===== config.mk =====
export PLATFORM = sky130hd
export DESIGN_NAME = serial_addsub_flat
export DESIGN_NICKNAME = d
export VERILOG_FILES = /design/src/rtl/serial_addsub_if.sv /design/src/rtl/serial_addsub.sv /design/src/flat_wrapper.sv
export SDC_FILE = /design/constraint.sdc
export NUM_CORES = 1
export LEC_CHECK = 0
export ABC_AREA = 1
export CORE_ASPECT_RATIO = 0.9
export CORE_UTILIZATION = 52
export CTS_CLUSTER_DIAMETER = 100
export DETAILED_ROUTE_END_ITERATION = 8
export PLACE_DENSITY_LB_ADDON = 0.12
export SLEW_MARGIN = 10
export SYNTH_ARGS = -nofsm -noshare
export SYNTH_HDL_FRONTEND = slang
export SYNTH_SLANG_ARGS = --single-unit

===== constraint.sdc =====
create_clock -name CLK -period 1.84 [get_ports CLK]
set_clock_uncertainty 0.1 [all_clocks]
set_input_delay 0.276 -clock CLK [delete_from_list [all_inputs] [get_ports CLK]]
set_output_delay 0.276 -clock CLK [all_outputs]
set_load 0.01 [all_outputs]

===== src/rtl/serial_addsub_if.sv =====
// ---------------------------------------------------------------------------
// serial_addsub_if
// Purpose : operand/result bundle for the bit-serial adder/subtractor.
// Optional: SERIAL_ADDSUB_OVF_EN adds the signed-overflow flag OVF.
// Signals :
//   START  request a new operation (master -> slave)
//   SUB    0 = add, 1 = subtract (master -> slave)
//   A, B   operands, WIDTH bits (master -> slave)
//   Cin    carry-in / borrow-in (master -> slave)
//   BUSY   bits being processed (slave -> master)
//   DONE   one-cycle result-valid pulse (slave -> master)
//   SUM    held result, WIDTH bits (slave -> master)
//   Cout   raw carry out of the MSB (slave -> master)
//   OVF    signed overflow, macro builds only (slave -> master)
// ---------------------------------------------------------------------------
interface serial_addsub_if #(
    parameter int unsigned WIDTH = 8
);
    logic             START;
    logic             SUB;
    logic [WIDTH-1:0] A;
    logic [WIDTH-1:0] B;
    logic             Cin;
    logic             BUSY;
    logic             DONE;
    logic [WIDTH-1:0] SUM;
    logic             Cout;
`ifdef SERIAL_ADDSUB_OVF_EN
    logic             OVF;
`endif

`ifdef SERIAL_ADDSUB_OVF_EN
    modport master (
        output START, SUB, A, B, Cin,
        input  BUSY, DONE, SUM, Cout, OVF
    );

    modport slave (
        input  START, SUB, A, B, Cin,
        output BUSY, DONE, SUM, Cout, OVF
    );
`else
    modport master (
        output START, SUB, A, B, Cin,
        input  BUSY, DONE, SUM, Cout
    );

    modport slave (
        input  START, SUB, A, B, Cin,
        output BUSY, DONE, SUM, Cout
    );
`endif
endinterface


===== src/rtl/serial_addsub.sv =====
// ---------------------------------------------------------------------------
// serial_addsub
// Purpose : bit-serial adder/subtractor. One full-adder cell processes one
//           operand bit per clock, LSB first; a WIDTH-bit result is ready
//           WIDTH cycles after START and held until the next completion.
// Optional: define SERIAL_ADDSUB_OVF_EN to add the signed-overflow flag OVF.
// Ports   :
//   CLK    rising-edge clock
//   RST    asynchronous active-high reset
//   bus    serial_addsub_if.slave (START/SUB/A/B/Cin in,
//          BUSY/DONE/SUM/Cout[/OVF] out, all outputs registered)
// ---------------------------------------------------------------------------
module serial_addsub #(
    parameter int unsigned WIDTH = 8
) (
    input  logic                  CLK,
    input  logic                  RST,
    serial_addsub_if.slave        bus
);

    localparam int unsigned    CNT_W    = (WIDTH > 1) ? $clog2(WIDTH) : 1;
    localparam logic [CNT_W-1:0] LAST_BIT = CNT_W'(WIDTH - 1);

    typedef enum logic [1:0] {
        IDLE    = 2'd0,
        RUN     = 2'd1,
        DONE_ST = 2'd2
    } state_e;

    state_e             state_q, state_d;
    logic [WIDTH-1:0]   a_q, a_d;
    logic [WIDTH-1:0]   b_q, b_d;
    logic [WIDTH-1:0]   res_q, res_d;
    logic [CNT_W-1:0]   cnt_q, cnt_d;
    logic               sub_q, sub_d;
    logic               carry_q, carry_d;
    logic               busy_q, busy_d;
    logic               done_q, done_d;
    logic [WIDTH-1:0]   sum_q, sum_d;
    logic               cout_q, cout_d;
`ifdef SERIAL_ADDSUB_OVF_EN
    logic               ovf_q, ovf_d;
`endif

    // Full-adder cell on the current LSBs; B is inverted for subtraction.
    logic bit_a;
    logic bit_b;
    logic bit_s;
    logic bit_c;

    always_comb begin
        bit_a = a_q[0];
        bit_b = b_q[0] ^ sub_q;
        bit_s = bit_a ^ bit_b ^ carry_q;
        bit_c = (bit_a & bit_b) | (carry_q & (bit_a ^ bit_b));
    end

    // State and datapath registers.
    always_ff @(posedge CLK or posedge RST) begin
        if (RST) begin
            state_q <= IDLE;
            a_q     <= '0;
            b_q     <= '0;
            res_q   <= '0;
            cnt_q   <= '0;
            sub_q   <= 1'b0;
            carry_q <= 1'b0;
            busy_q  <= 1'b0;
            done_q  <= 1'b0;
            sum_q   <= '0;
            cout_q  <= 1'b0;
`ifdef SERIAL_ADDSUB_OVF_EN
            ovf_q   <= 1'b0;
`endif
        end else begin
            state_q <= state_d;
            a_q     <= a_d;
            b_q     <= b_d;
            res_q   <= res_d;
            cnt_q   <= cnt_d;
            sub_q   <= sub_d;
            carry_q <= carry_d;
            busy_q  <= busy_d;
            done_q  <= done_d;
            sum_q   <= sum_d;
            cout_q  <= cout_d;
`ifdef SERIAL_ADDSUB_OVF_EN
            ovf_q   <= ovf_d;
`endif
        end
    end

    // Next-state and next-output logic.
    always_comb begin
        state_d = state_q;
        a_d     = a_q;
        b_d     = b_q;
        res_d   = res_q;
        cnt_d   = cnt_q;
        sub_d   = sub_q;
        carry_d = carry_q;
        busy_d  = 1'b0;
        done_d  = 1'b0;
        sum_d   = sum_q;
        cout_d  = cout_q;
`ifdef SERIAL_ADDSUB_OVF_EN
        ovf_d   = ovf_q;
`endif

        case (state_q)
            IDLE, DONE_ST: begin
                if (bus.START) begin
                    // Subtraction is A + ~B + ~Cin, so the carry seeds as Cin^SUB.
                    state_d = RUN;
                    busy_d  = 1'b1;
                    a_d     = bus.A;
                    b_d     = bus.B;
                    sub_d   = bus.SUB;
                    carry_d = bus.Cin ^ bus.SUB;
                    cnt_d   = '0;
                    res_d   = '0;
                end else begin
                    state_d = IDLE;
                end
            end

            RUN: begin
                a_d     = a_q >> 1;
                b_d     = b_q >> 1;
                res_d   = {bit_s, res_q[WIDTH-1:1]};
                carry_d = bit_c;
                if (cnt_q == LAST_BIT) begin
                    // MSB processed: publish result; carry_q is the carry into the MSB.
                    state_d = DONE_ST;
                    done_d  = 1'b1;
                    sum_d   = {bit_s, res_q[WIDTH-1:1]};
                    cout_d  = bit_c;
`ifdef SERIAL_ADDSUB_OVF_EN
                    ovf_d   = carry_q ^ bit_c;
`endif
                end else begin
                    busy_d  = 1'b1;
                    cnt_d   = cnt_q + CNT_W'(1);
                end
            end

            default: begin
                state_d = IDLE;
            end
        endcase
    end

    assign bus.BUSY = busy_q;
    assign bus.DONE = done_q;
    assign bus.SUM  = sum_q;
    assign bus.Cout = cout_q;
`ifdef SERIAL_ADDSUB_OVF_EN
    assign bus.OVF  = ovf_q;
`endif

endmodule


===== src/flat_wrapper.sv =====
// flat-port wrapper written by rule: the top's interface ports become plain ports
module serial_addsub_flat 
#(
    parameter int unsigned WIDTH = 8
)
  (CLK, RST, bus_START, bus_SUB, bus_A, bus_B, bus_Cin, bus_BUSY, bus_DONE, bus_SUM, bus_Cout);
  serial_addsub_if #(.WIDTH(WIDTH)) bus_i ();
  input  logic CLK;
  input  logic RST;
  input wire logic [$bits(bus_i.START)-1:0] bus_START;
  input wire logic [$bits(bus_i.SUB)-1:0] bus_SUB;
  input wire logic [$bits(bus_i.A)-1:0] bus_A;
  input wire logic [$bits(bus_i.B)-1:0] bus_B;
  input wire logic [$bits(bus_i.Cin)-1:0] bus_Cin;
  output wire logic [$bits(bus_i.BUSY)-1:0] bus_BUSY;
  output wire logic [$bits(bus_i.DONE)-1:0] bus_DONE;
  output wire logic [$bits(bus_i.SUM)-1:0] bus_SUM;
  output wire logic [$bits(bus_i.Cout)-1:0] bus_Cout;
  assign bus_i.START = bus_START;
  assign bus_i.SUB = bus_SUB;
  assign bus_i.A = bus_A;
  assign bus_i.B = bus_B;
  assign bus_i.Cin = bus_Cin;
  assign bus_BUSY = bus_i.BUSY;
  assign bus_DONE = bus_i.DONE;
  assign bus_SUM = bus_i.SUM;
  assign bus_Cout = bus_i.Cout;
  serial_addsub #(.WIDTH(WIDTH)) u_core (.CLK(CLK), .RST(RST), .bus(bus_i));
endmodule

==> summary.txt, run 1 <==
run status - finished, final reports clean
post-route cell area - 0.00237 mm²
Post-Layout Cell Count - 311
Synthesis Warnings - 0
Resized cells post-CTS - 0
drt drc - 0
H-tree levels - 2
Max Fanout on Critical Path - 6
RR Startpoint - u_core.cnt_q[0]
RSZ-0062 raised after global routing - false
Tightest Pin Transition - 0.312 ns
effective utilization at floorplan - 55.3%
area post-placement - 0.00225 mm²
WL final - 3.49 mm
Die ar. - 0.00392 mm²
number of buffers created by CTS - 5
post-synth top area cell - dfrtp_1
post-synthesis sequential area ratio - 53.7%
clock latency on the worst-skew pair - 0.29 ns
Area Overhead vs Synth - 23.9%
synth unique cells - 18
routability cong. - 0.762
CTS tree - built
Post-CTS Hold Buffers - 0
r2r endpoint - u_core.cnt_q[1]
grt ovf - 0
antenna diode count - 0
1st-iter DRT viols - 84
initial antenna violation count - 0
Core ar. - 0.00345 mm²
Post-Syn Nets - 257
placed cells - 303
IO buf count - 31
Vias/cell - 4.77
ANT nets after route - 0
final core occ - 68.6%
Die X - 65.9 µm
Tcrit/Tclk final - 87.2%
Yosys reg bits - 41
post-synthesis instance area - 0.00191 mm²
Fmax - 624 MHz
share of cells above drive strength 1 - 7.49%
Max-slew headroom - 79.2%
GRT Total Usage - 20.4%
reg-to-reg setup timing slack - 0.24 ns
most common cell after layout, fill and taps aside - nand2_1
final setup vio count - 0
synthesized instance count - 233
crit path launch type - flop
largest net degree at the start of global routing - 42
max capacitance violation total - 0
Clock Pin Slew Worst Setup and Hold Paths - 0.08 ns
Clock Tree Root - clkbuf_8
Routed WL per cell - 11.2 µm
# clock sinks - 41
Rows - 20
Final nets - 290
Ports - 32
maximum clock insertion buffer count - 2
VDD IR-drop max - 0.998 mV
ranking of synthesized cells by area - dfrtp_1, nand2_1, nand3_1, inv_1, buf_6
vias in the first global route - 1383
hold crit path type - primary input to async pin
LEAKAGE - 1.27 nW
share of the synthesized area in the top cell type - 53.7%
WP data arrival - 1.73 ns
P per Cell Area - 1630 mW/mm²
Worst Reg-to-Reg Cells - 7
commonest cells after routing, fill and taps aside - nand2_1, dfrtp_1, nand3_1, clkdlybuf4s50_1, inv_1
Slew Limit Fails - 0
kind of critical path - flop to flop
min Tclk post-route - 1.60 ns
Fin Setup TNS - 0 ns
Detailed Place HPWL - 2.35 mm
drt first pass iters - 4
Worst Setup End Kind - flop
die height - 59.5 µm
Fin. Hold Viols - 0
Vias - 1482
Setup Fix Bufs, Post-CTS - 0
Mean Syn Cell Area - 8.20 µm²
first-pass GRT wire length - 5.88 mm
Critical Path RT - 1.97 ns
-- per-stage QoR --
stage / worst slack [ns] / total power [W] / hold WS, ns
2_1_floorplan: 0.420 / 0.00269 / 0.293
3_3_place_gp: 0.236 / 0.00309 / 0.353
3_5_place_dp: 0.227 / 0.00314 / 0.359
4_1_cts: 0.232 / 0.00390 / 0.255
5_1_grt: 0.123 / 0.00421 / 0.273
6_report: 0.236 / 0.00386 / 0.242
-- area by class of cell --
type                    count  area [µm²]
fillers                   296        1090
flip-flops and latches     41        1030
multi-input cells         155         707
repair buffers             34         345
inverters                  29         114
clock buffers               6        82.6
well taps                  44        55.1
clock inverters             2        37.5
-- routing by layer --
metal	routed length [µm]	track usage, %
met1	1690	26.8
met2	1610	32.5
met3	138	5.38
met4	42	7.45
met5	0	0
-- how the worst max path moves through the flow --
stage                     from               to  slack (ns)
2_1_floorplan  u_core.cnt_q[0]  u_core.cnt_q[0]        0.42
3_3_place_gp         bus_START    u_core.a_q[0]        0.24
3_5_place_dp         bus_START    u_core.a_q[0]        0.23
4_1_cts        u_core.cnt_q[0]  u_core.cnt_q[1]        0.23
5_1_grt        u_core.cnt_q[0]  u_core.cnt_q[1]        0.12
6_report       u_core.cnt_q[0]  u_core.cnt_q[1]        0.24
-- synthesized netlist by cell type --
master	count
buf_2	3
buf_4	2
buf_6	3
dfrtp_1	41
fa_1	1
ha_1	2
inv_1	25
inv_2	2
inv_4	2
nand2_1	108
nand2_2	1
nand2_4	2
nand2_8	1
nand3_1	35
nor2_1	2
nor2_4	1
o21ai_0	1
xnor2_1	1
-- flip-flops by register name, summed over array words and instances, names as in the netlist --
name and cells:
u_core.a_q 8, u_core.b_q 8, u_core.bus.SUM 8, u_core.res_q 7, u_core.cnt_q 3, u_core.state_q 2, u_core.bus.BUSY 1, u_core.bus.Cout 1
u_core.bus.DONE 1, u_core.carry_q 1, u_core.sub_q 1
-- worst max-delay path, stage by stage, from the launching register on --
cell and delay (ns):
dfrtp_1 0.40, ha_1 0.21, ha_1 0.20, inv_1 0.13
nand3_1 0.22, inv_1 0.16, nand2_1 0.06, nand2_1 0.07
-- cells by family (layout without fill, tap and decap cells) --
logic type      after synthesis  count (layout)  synth area share [%]
fa+ha+maj                     3               3                  2.36
buf+inv                      37              71                  9.30
flops                        41              41                  53.7
xor+xnor                      1               1                 0.458
compound gates                1               1                 0.262
simple gates                150             150                  33.9
-- power by group --
part	switching [W]	leakage [nW]	total (W)	internal [W]
Combinational	0.000901	0.696	0.00156	0.000659
Clock	0.000312	0.0574	0.000753	0.000441
Sequential	0.000235	0.515	0.00155	0.00131
(Power assumes the default switching activity.)
==> inputs of run 2 (changes only) <==
Settings changed: CORE_UTILIZATION 52 to 56.
Clock period 1.84 ns to 2 ns, I/O delays scaled along.
==> run 2 against run 1 <==
Critical endpoint is now u_core.cnt_q[2]. Clock power shrank 23%. Power decreased by 11%. Hold slack better by 0.10 ns. Non-clock buffer count did not move. First-iteration DRC count increased by 43%. Sequential power down 8%. Critical path type unchanged. Cell count shrank 0.64%. Worst setup slack better by 0.17 ns. Largest cell class unchanged.
==> summary.txt, run 2 (synthesis gave the netlist of run 1 again) <==
Routed WL per cell - 10.9 µm (was 11.2 µm)
hold crit path type - primary input to async pin (unchanged)
Fin Hold WS - 0.342 ns (was 0.242 ns)
Max Fanout on Critical Path - 6 (unchanged)
GRT Total Usage - 21.0% (was 20.4%)
CTS tree - built (unchanged)
RR Startpoint - u_core.cnt_q[0] (unchanged)
Area Overhead vs Synth - 22.1% (was 23.9%)
Fmax - 629 MHz (was 624 MHz)
Die ar. - 0.00365 mm² (was 0.00392 mm²)
Resized cells post-CTS - 0 (unchanged)
kind of critical path - flop to flop (unchanged)
antenna diode count - 0 (unchanged)
Ports - 32 (unchanged)
IO buf count - 31 (unchanged)
die height - 57.4 µm (was 59.5 µm)
RSZ-0062 raised after global routing - false (unchanged)
share of cells above drive strength 1 - 7.49% (unchanged)
Clock Pin Slew Worst Setup and Hold Paths - 0.08 ns (about the same)
Core ar. - 0.00316 mm² (was 0.00345 mm²)
Post-CTS Hold Buffers - 0 (unchanged)
final setup vio count - 0 (unchanged)
clock latency on the worst-skew pair - 0.28 ns (was 0.29 ns)
maximum clock insertion buffer count - 2 (unchanged)
drt drc - 0 (unchanged)
Critical Path RT - 2.13 ns (was 1.97 ns)
Final nets - 290 (unchanged)
drt first pass iters - 4 (unchanged)
min Tclk post-route - 1.59 ns (was 1.60 ns)
VDD IR-drop max - 0.850 mV (was 0.998 mV)
P per Cell Area - 1470 mW/mm² (was 1630 mW/mm²)
1st-iter DRT viols - 120 (was 84)
reg-to-reg setup timing slack - 0.41 ns (was 0.24 ns)
Rows - 19 (was 20)
Fin. Hold Viols - 0 (unchanged)
max capacitance violation total - 0 (unchanged)
routability cong. - 0.806 (was 0.762)
r2r endpoint - u_core.cnt_q[2] (was u_core.cnt_q[1])
number of buffers created by CTS - 5 (unchanged)
Vias - 1487 (was 1482)
Setup Fix Bufs, Post-CTS - 0 (unchanged)
Die X - 63.6 µm (was 65.9 µm)
commonest cells after routing, fill and taps aside - nand2_1, dfrtp_1, nand3_1, clkdlybuf4s50_1, inv_1 (unchanged)
# clock sinks - 41 (unchanged)
Clock Tree Root - clkbuf_8 (unchanged)
Worst Setup End Kind - flop (unchanged)
first-pass GRT wire length - 5.89 mm (was 5.88 mm)
most common cell after layout, fill and taps aside - nand2_1 (unchanged)
initial antenna violation count - 0 (unchanged)
Slew Limit Fails - 0 (unchanged)
Tcrit/Tclk final - 79.5% (was 87.2%)
Final Power - 0.00344 W (was 0.00386 W)
largest net degree at the start of global routing - 42 (unchanged)
ANT nets after route - 0 (unchanged)
Fin Setup TNS - 0 ns (unchanged)
Detailed Place HPWL - 2.34 mm (was 2.35 mm)
effective utilization at floorplan - 60.4% (was 55.3%)
worst setup margin - 0.411 ns (was 0.236 ns)
pre-CTS setup slack - 0.362 ns (was 0.227 ns)
H-tree levels - 2 (unchanged)
WL final - 3.38 mm (was 3.49 mm)
WP data arrival - 1.72 ns (was 1.73 ns)
run status - finished, final reports clean (unchanged)
LEAKAGE - 1.26 nW (was 1.27 nW)
vias in the first global route - 1382 (was 1383)
Vias/cell - 4.81 (was 4.77)
Worst Reg-to-Reg Cells - 7 (unchanged)
Filler Cell Count - 260 (was 296)
grt ovf - 0 (unchanged)
final core occ - 73.8% (was 68.6%)
crit path launch type - flop (unchanged)
Max-slew headroom - 66.6% (was 79.2%)
Tightest Pin Transition - 0.501 ns (was 0.312 ns)
-- run 2: worst max-delay path: stages (launching register included) --
cell     delay, ns
dfrtp_1       0.40
ha_1          0.21
ha_1          0.20
inv_1         0.13
nand3_1       0.20
inv_1         0.16
nand2_1       0.06
nand2_1       0.07
-- run 2: how the worst max path moves through the flow --
stage | from | end | slack [ns] | depth (start not counted)
after floorplan | u_core.cnt_q[0] | u_core.cnt_q[0] | 0.58 | 7
after global placement | bus_START | u_core.a_q[0] | 0.41 | 6
after detailed placement | bus_START | u_core.b_q[2] | 0.36 | 6
after CTS | u_core.cnt_q[0] | u_core.cnt_q[2] | 0.42 | 7
after global routing | u_core.cnt_q[0] | u_core.cnt_q[2] | 0.30 | 7
final | u_core.cnt_q[0] | u_core.cnt_q[2] | 0.41 | 7
-- run 2: cell type report --
| class | instances | area [µm²] | share of cell area (%) |
|---|---|---|---|
| tap | 42 | 52.6 | 2.25 |
| timing repair buffer | 34 | 333 | 14.3 |
| multi-input combinational | 155 | 707 | 30.3 |
| inverter | 29 | 114 | 4.88 |
| clock inverter | 1 | 5.00 | 0.214 |
| sequential | 41 | 1030 | 44.0 |
| clock buffer | 7 | 96.3 | 4.13 |
-- run 2: routing by layer --
metal  vias up  share of wire, %  GRT usage (%)
li1        770                 -              -
met1       672                48           28.5
met3         8               4.6           5.80
met4         0               1.5           7.14
met2        37                46           32.7
met5         -                 0              0
-- run 2: power by group --
group	switching, W	internal, W	leakage, nW
sequential	0.000219	0.00121	0.515
combinational	0.000830	0.000601	0.691
clock	0.000269	0.000312	0.0542
-- run 2: metrics by stage --
step	area [µm²]	std cells
floorplan	1910	233
global placement	2230	301
detailed placement	2230	301
CTS	2330	309
global route	2330	309
finish	2330	309
